`config.mk`:
```
export PLATFORM = sky130hd
export DESIGN_NAME = m_fifo_thr
export DESIGN_NICKNAME = d
export VERILOG_FILES = /design/src/rtl/m_fifo_thr.sv
export SDC_FILE = /design/constraint.sdc
export NUM_CORES = 1
export LEC_CHECK = 0
export CAP_MARGIN = 20
export CORE_ASPECT_RATIO = 0.8
export CORE_MARGIN = 2
export CORE_UTILIZATION = 50
export DETAILED_ROUTE_END_ITERATION = 6
export MAX_ROUTING_LAYER = met4
export PLACE_DENSITY = 0.76
export SYNTH_ARGS = -nofsm -noshare
export SYNTH_HDL_FRONTEND = slang
export SYNTH_SLANG_ARGS = --single-unit
```
`constraint.sdc`:
```
create_clock -name clk -period 1.87 [get_ports clk]
set_input_delay 0.374 -clock clk [delete_from_list [all_inputs] [get_ports clk]]
set_output_delay 0.374 -clock clk [all_outputs]
set_load 0.02 [all_outputs]
```
`src/rtl/m_fifo_thr.sv`:
```
// rtl/m_fifo_thr.sv - synchronous FIFO, any depth >= 2, programmable thresholds, flush, protected push/pop
// Optional feature macro: FIFO_ERR_CHECK_EN (sticky overflow/underflow plus drop reporting)
module m_fifo_thr #(
  parameter int WIDTH    = 8,
  parameter int DEPTH    = 5,
  parameter int AF_LEVEL = DEPTH - 1,
  parameter int AE_LEVEL = 1
) (
  input  logic                       clk,
  input  logic                       rst_n,
  input  logic                       clear,
  input  logic                       push_enable,
  input  logic [WIDTH-1:0]           push_data,
  input  logic                       pop_enable,
  output logic [WIDTH-1:0]           pop_data,
  output logic [$clog2(DEPTH+1)-1:0] item_count,
  output logic                       full_flag,
  output logic                       empty_flag,
  output logic                       almost_full,
  output logic                       almost_empty,
  output logic                       overflow,
  output logic                       underflow
);

  localparam int PTR_W = (DEPTH > 1) ? $clog2(DEPTH) : 1;
  localparam int CNT_W = $clog2(DEPTH + 1);
  localparam logic [PTR_W-1:0] LAST_IDX = PTR_W'(DEPTH - 1);

  logic [WIDTH-1:0] mem_q [DEPTH];
  logic [WIDTH-1:0] mem_d [DEPTH];
  logic [PTR_W-1:0] wr_ptr_q, wr_ptr_d;
  logic [PTR_W-1:0] rd_ptr_q, rd_ptr_d;
  logic [CNT_W-1:0] count_q, count_d;
  logic             push_acc;
  logic             pop_acc;

  // Occupancy flags derive only from the registered count
  always_comb begin
    full_flag    = (count_q == CNT_W'(DEPTH));
    empty_flag   = (count_q == '0);
    almost_full  = (count_q >= CNT_W'(AF_LEVEL));
    almost_empty = (count_q <= CNT_W'(AE_LEVEL));
    item_count   = count_q;
    pop_data     = mem_q[rd_ptr_q];
  end

  // Accept rules: a push on full is legal only when a pop frees the head slot
  // in the same cycle; flush suppresses both operations
  always_comb begin
    push_acc = ~clear & push_enable & (~full_flag | pop_enable);
    pop_acc  = ~clear & pop_enable & ~empty_flag;
  end

  // Next-state for storage, wrap-around pointers and occupancy
  always_comb begin
    for (int i = 0; i < DEPTH; i++) begin
      mem_d[i] = mem_q[i];
    end
    wr_ptr_d = wr_ptr_q;
    rd_ptr_d = rd_ptr_q;
    count_d  = count_q;
    if (clear) begin
      wr_ptr_d = '0;
      rd_ptr_d = '0;
      count_d  = '0;
    end else begin
      if (push_acc) begin
        mem_d[wr_ptr_q] = push_data;
        wr_ptr_d = (wr_ptr_q == LAST_IDX) ? '0 : wr_ptr_q + 1'b1;
      end
      if (pop_acc) begin
        rd_ptr_d = (rd_ptr_q == LAST_IDX) ? '0 : rd_ptr_q + 1'b1;
      end
      case ({push_acc, pop_acc})
        2'b10:   count_d = count_q + 1'b1;
        2'b01:   count_d = count_q - 1'b1;
        default: count_d = count_q;
      endcase
    end
  end

  // State registers; memory is also reset so the head reads zero out of reset
  always_ff @(posedge clk or negedge rst_n) begin
    if (!rst_n) begin
      for (int i = 0; i < DEPTH; i++) begin
        mem_q[i] <= '0;
      end
      wr_ptr_q <= '0;
      rd_ptr_q <= '0;
      count_q  <= '0;
    end else begin
      for (int i = 0; i < DEPTH; i++) begin
        mem_q[i] <= mem_d[i];
      end
      wr_ptr_q <= wr_ptr_d;
      rd_ptr_q <= rd_ptr_d;
      count_q  <= count_d;
    end
  end

`ifdef FIFO_ERR_CHECK_EN
  logic push_drop;
  logic pop_drop;
  logic overflow_q, overflow_d;
  logic underflow_q, underflow_d;

  // Dropped requests, ignoring those swallowed by a flush
  always_comb begin
    push_drop = ~clear & push_enable & ~push_acc;
    pop_drop  = ~clear & pop_enable & ~pop_acc;
  end

  // Sticky error bits, cleared only by flush or reset
  always_comb begin
    overflow_d  = overflow_q;
    underflow_d = underflow_q;
    if (clear) begin
      overflow_d  = 1'b0;
      underflow_d = 1'b0;
    end else begin
      if (push_drop) overflow_d  = 1'b1;
      if (pop_drop)  underflow_d = 1'b1;
    end
  end

  // Sticky error registers
  always_ff @(posedge clk or negedge rst_n) begin
    if (!rst_n) begin
      overflow_q  <= 1'b0;
      underflow_q <= 1'b0;
    end else begin
      overflow_q  <= overflow_d;
      underflow_q <= underflow_d;
    end
  end

  assign overflow  = overflow_q;
  assign underflow = underflow_q;

`ifndef SYNTHESIS
  // Report each dropped request at the edge where it is discarded
  always @(posedge clk) begin
    if (rst_n && push_drop) $info("PUSH ON FULL");
    if (rst_n && pop_drop)  $info("POP ON EMPTY");
  end
`endif
`else
  assign overflow  = 1'b0;
  assign underflow = 1'b0;
`endif

endmodule

```
**Yosys cells after proc, flatten, opt, wreduce, memory -nomap -nowiden**

Cells that the tools add are included.

- Add/sub/neg operators: 4
- Multipliers: 0
- Divide/modulo/power cells: 0
- Order comparisons: 5
- Eq/ne operators: 5
- Shifts and indexed selects: 0
- Muxes and demuxes: 14
- Bitwise gates (word level): 10
- Reduce and logical (&&, ||, !) cells: 6

Operators with widths:

| cell | number |
|---|---|
| 40-bit bitwise mux | 1 |
| 8-bit binary-select mux with 3-bit select | 1 |
| 8-bit demux with 3-bit select | 1 |
| 8-bit two-way mux | 3 |
| 3-bit two-way mux | 7 |
| 3-bit by 1-bit adder with 3-bit output, second input constant | 3 |
| 3-bit == test, second input constant | 3 |
| 4-bit greater-or-equal comparator, second input constant | 2 |
| 3-bit inverter with 4-bit output | 2 |
| 3-bit one-hot mux with 2 select lines | 1 |
| 1-bit bitwise AND | 4 |
| 4-bit by 1-bit < comparator with 1-bit output, second input constant | 1 |
| 2-bit nonzero test | 2 |
| 3-bit greater-or-equal comparator, second input constant | 1 |
| 3-bit by 1-bit less-or-equal comparator with 1-bit output, second input constant | 1 |
| 3-bit logical NOT | 1 |
| 1-bit inverter | 3 |
| 3-bit nonzero test | 1 |
| 3-bit by 1-bit subtractor with 3-bit output, second input constant | 1 |
| 2-bit by 1-bit == test with 1-bit output, second input constant | 1 |
| 2-bit == test, second input constant | 1 |
| 2-bit AND reduction | 1 |
| 1-bit logical AND | 1 |
| 1-bit OR | 1 |

- Register bits after elaboration: 49
- Latch bits: 0
- RAM bits: 0
- ROM bits: 0
- Bits of input ports: 13
- Output and inout port bits: 17
- Word-level logic and storage cells: 52
- Memories: 0

**Longest topological paths before layout**

- Depth after elaboration: 7
- Depth in mapped cells: 8
- Mapped depth without buffers: 6

**Worst setup path after synthesis**

OpenSTA, ideal clock, no wires.

- Path kind: flip-flop to flip-flop
- From: register count_q[1] (netlist: item_count[1])
- To: register mem_q[10] in the netlist's numbering
- Library setup time: 0.127 ns
- Arrival: 1.897 ns
- Required time: 1.743 ns
- Slack: -0.155 ns
- Cell stages (with the launch flop): 9
- Buffers on the path: 2
- Clock period less this slack: 2.025 ns
- Cells stage by stage: dfrtp_1 -> inv_1 -> ha_1 -> and3b_1 -> buf_2 -> nor3_4 -> and3_1 -> buf_4 -> mux2_1

- Longest elaborated chain between the ends: 5

Ends and longest elaborated chain:

| item | line | source |
|---|---|---|
| from (decl) | 33 | `logic [CNT_W-1:0] count_q, count_d;` |
| from (signal assigned) | 97 | `count_q <= count_d;` |
| 3-bit == test | 39 | `full_flag = (count_q == CNT_W'(DEPTH));` |
| 1-bit inverter | 50 | `push_acc = ~clear & push_enable & (~full_flag \| pop_enable);` |
| 1-bit OR | 50 |  |
| 1-bit bitwise AND | 50 |  |
| 2-bit AND reduction (no source line) | n/a |  |
| to (signal, indexed assignment) | 93 | `mem_q[i] <= mem_d[i];` |
| to (decl) | 29 | `logic [WIDTH-1:0] mem_q [DEPTH];` |

No other way between the ends.
A chain may end at the register's enable or synchronous reset.

**Final worst setup path**

- From: register rd_ptr_q[2]
- To: output pop_data[5]

- Longest elaborated chain between the ends: 4

Ends and longest elaborated chain:

| item | line | source |
|---|---|---|
| from (decl) | 32 | `logic [PTR_W-1:0] rd_ptr_q, rd_ptr_d;` |
| from (signal assigned) | 96 | `rd_ptr_q <= rd_ptr_d;` |
| 3-bit inverter with 4-bit output (implied by the code) | 44 | `pop_data = mem_q[rd_ptr_q];` |
| 8-bit binary-select mux with 3-bit select | 44 |  |
| 8-bit two-way mux (implied by the code) (2 in a row) | 44 |  |
| to (decl) | 15 | `output logic [WIDTH-1:0] pop_data,` |

No other way between the ends. The select of a mux whose other input is x is not followed.

==> results.toml <==
[placement]
hpwlAfterDp_um = 3790
place_inst = 314
portBuffers = 27
place_area_sq_mm = 0.00306
routabilityCongestion = 0.818
dp_slack_ns = -0.290

[worst_setup_path]
regToRegSetupSlack_ns = -0.07
cp.arrival_ns = 1.60
path_common_cell = "buf_4"
r2r_cells = 6
cp.buffers_inverters = 3
critPathMaxFanout = 5
r2r-start = "item_count[0]"
path_cells = "buf_4, buf_6, mux2i_1, nor2_1, a21oi_1, o22ai_1, buf_4"
critPathRequiredTime_ns = 1.50
r2r_end = "mem_q[13]"
cp-end-kind = "primary output"
start_kind = "register"
criticalPathCategory = "register to primary output"
crit_family = "flip-flops"
max_stage_delay_ns = 0.47
worst_path_max_delay_cell = "dfrtp_2"

[grt]
grt_overflow_total = 0
antenna_found_initial = 0
grt_first_pass_wirelength_um = 8720
grt_pass1_vias = 1739
track_usage = 0.222
grt_max_degree = 25

[clock_tree]
clock_latency_ns = 0.31
cts_tree = "yes"
cts.sinks = 49
cts_root_buf = "clkbuf_8"
clk_pin_slew_ns = 0.08
numCtsBuffers = 5
cts_hold_buf = 0
clockBufferDepth = 2
h-tree-depth = 2

[route]
highest_layer = "met4"
wl_met3_um = 188
drtIter0Drc = 84
via_count = 1759
routed_wl_um = 5200
drc = 0
postRouteAntennaNets = 0
wl_met2_um = 2320
viasPerCell = 5.41
wl_met1_um = 2630
drt_pass1_iterations = 4
wire_per_inst_um = 16.0

[sta]
min_period_ns = 1.98
skew_ns = 0.00506
max_freq_mhz = 506
setup_viol = 15
hold_viol = 0
rsz0062_at_grt = "yes"
worst_pin_slew_ns = 0.556
finalMaxSlewViolations = 0
whs_ns = 0.0439
finalCritPeriodShare = 1.06
relSlewSlack = 0.629
timing.final.ws_setup_ns = -0.105

[yosys]
yosys.area_share.simple = 0.0996
synth_area_leaders = "dfrtp_1 50%, mux2_2 15%, mux2i_1 6.5%"
ys_seq_area_frac = 0.496
ys_ff_latch = 49
synthMuxAreaShare = 0.260
postSynthCellCount = 206
synth_top_cell_area_share = 0.496
synth_most_common_cell = "dfrtp_1"
synth_edf_count = 0
synth_top_area_cell = "dfrtp_1"
synth_top_family_by_area = "multiplexers"
yosysUniqueCellTypes = 36
ys_warn_count = 0
synth_common_cells = "49 x dfrtp_1, 33 x mux2_2, 16 x mux2i_1"
synth_compound_area_frac = 0.0642
synthAdderAreaFrac = 0.0405
ys.flop_type = "dfrtp_1"
syn_area_per_cell_sq_um = 12.0
syn_area_sq_mm = 0.00247
synthArstFlopShare = 1.00
synth_xor_area_frac = 0.00354

[floorplan]
die_area_sq_mm = 0.00553
core_area_sq_mm = 0.00468
die_w_um = 82.6
die_y_um = 66.9
io-pin-count = 30
rows = 22
start_util = 0.529

[layout]
nNetsFinal = 285
fill_cells = 356
multi_input_area_sq_mm = 0.00124
fin_cells = 325
synthToLayoutAreaGrowth_pct = 28.3
drive_gt1_frac = 0.423
antenna_cells = 0
fin_area_sq_mm = 0.00317
regArea_sq_mm = 0.00123

[power]
combPwrFrac = 0.398
irDropWorstVdd_mv = 0.545
clock_power_share = 0.176
leakagePower_nw = 1.43
power.switching_mw = 1.15
powerDensity_mw_per_mm2 = 1070
swShare = 0.340
pwr-share-seq = 0.426
internal_power_mw = 2.24

[min_path]
holdCritPathClass = "input port to async pin"

[outcome]
violations = "negative setup slack"
status = "complete, but fails checks"

[run]
cap_viol_max_count = 0
sequential cells by signal, summed over array words and instances, names as in the netlist:
name	count
mem_q	40
rd_ptr_q	3
item_count	3
wr_ptr_q	3
through the flow:
step	utilization	TNS [ns]	total power, mW
floorplan	-	-0.525	2.29
global placement	0.654	-9.62	2.85
detailed placement	0.654	-10.31	2.87
CTS	0.667	-0.162	3.39
global route	0.678	-1.75	3.63
finish	0.678	-0.677	3.40
metal layers:
layer	up-vias	global-route usage
li1	850	-
met1	864	0.334
met2	37	0.303
met3	8	0.0447
met4	0	0.0615
met5	-	-
logic make-up (layout without fill, tap and decap cells):
family / Yosys count / after routing
AOI/OAI and AO/OA: 27 / 27
other: 1 / 2
muxes: 58 / 58
buffers and inverters: 19 / 77
DFF: 49 / 49
and+or+nand+nor: 43 / 43
adders and majority gates: 8 / 8
xor gates and xnor gates: 1 / 1
how the worst max path moves through the flow:
stage,end,start,depth (start not counted)
2_1_floorplan,mem_q[10],item_count[1],8
5_1_grt,pop_data[1],rd_ptr_q[2],6
4_1_cts,pop_data[2],rd_ptr_q[0],4
3_3_place_gp,mem_q[14],pop_enable,6
6_report,pop_data[5],rd_ptr_q[2],7
3_5_place_dp,mem_q[15],pop_enable,6
worst register-to-register path: stages, from the launching register on:
cell and delay [ns]:
dfrtp_2 0.44, ha_4 0.16, and3b_1 0.20, nor3_4 0.34, and3_4 0.25, buf_12 0.14
mux2_4 0.30
layout by cell type (no fill, tap or decap), drive strengths merged, types with 2 or more instances in the layout:
cell	Yosys	layout
a21oi	12	12
buf	6	43
clkbuf	5	7
clkdlybuf4s50	0	15
clkinv	0	2
conb	1	2
dfrtp	49	49
dlygate4sd2	0	2
ha	8	8
inv	8	8
mux2	41	41
mux2i	16	16
nand2	8	8
nand2b	3	3
nand3	4	4
nand3b	2	2
nand4	2	2
nor2	16	16
nor3	2	2
o21ai	3	3
o22ai	7	7
o31ai	2	2
final cells by class:
| type | count | area share |
|---|---|---|
| well taps | 60 | 0.0237 |
| flip-flops and latches | 49 | 0.388 |
| clock buffers | 6 | 0.0229 |
| multi-input cells | 139 | 0.392 |
| repair buffers | 61 | 0.161 |
| clock inverters | 2 | 0.00315 |
| inverters | 8 | 0.00946 |
power groups by stage:
stage	combinational (mW)	clock, mW	sequential, mW
floorplan	0.834	0	1.46
global placement	1.40	0	1.45
detailed placement	1.41	0	1.46
CTS	1.34	0.613	1.44
global route	1.48	0.666	1.48
finish	1.35	0.598	1.45
timing repair:
action | in CTS | in global routing
gates resized for setup | 42 | 14
pin swaps | 3 | 6
setup buffers | 1 | 2
setup endpoints to repair | 11 | 24
No activity file was read; power rests on OpenSTA's default activity.
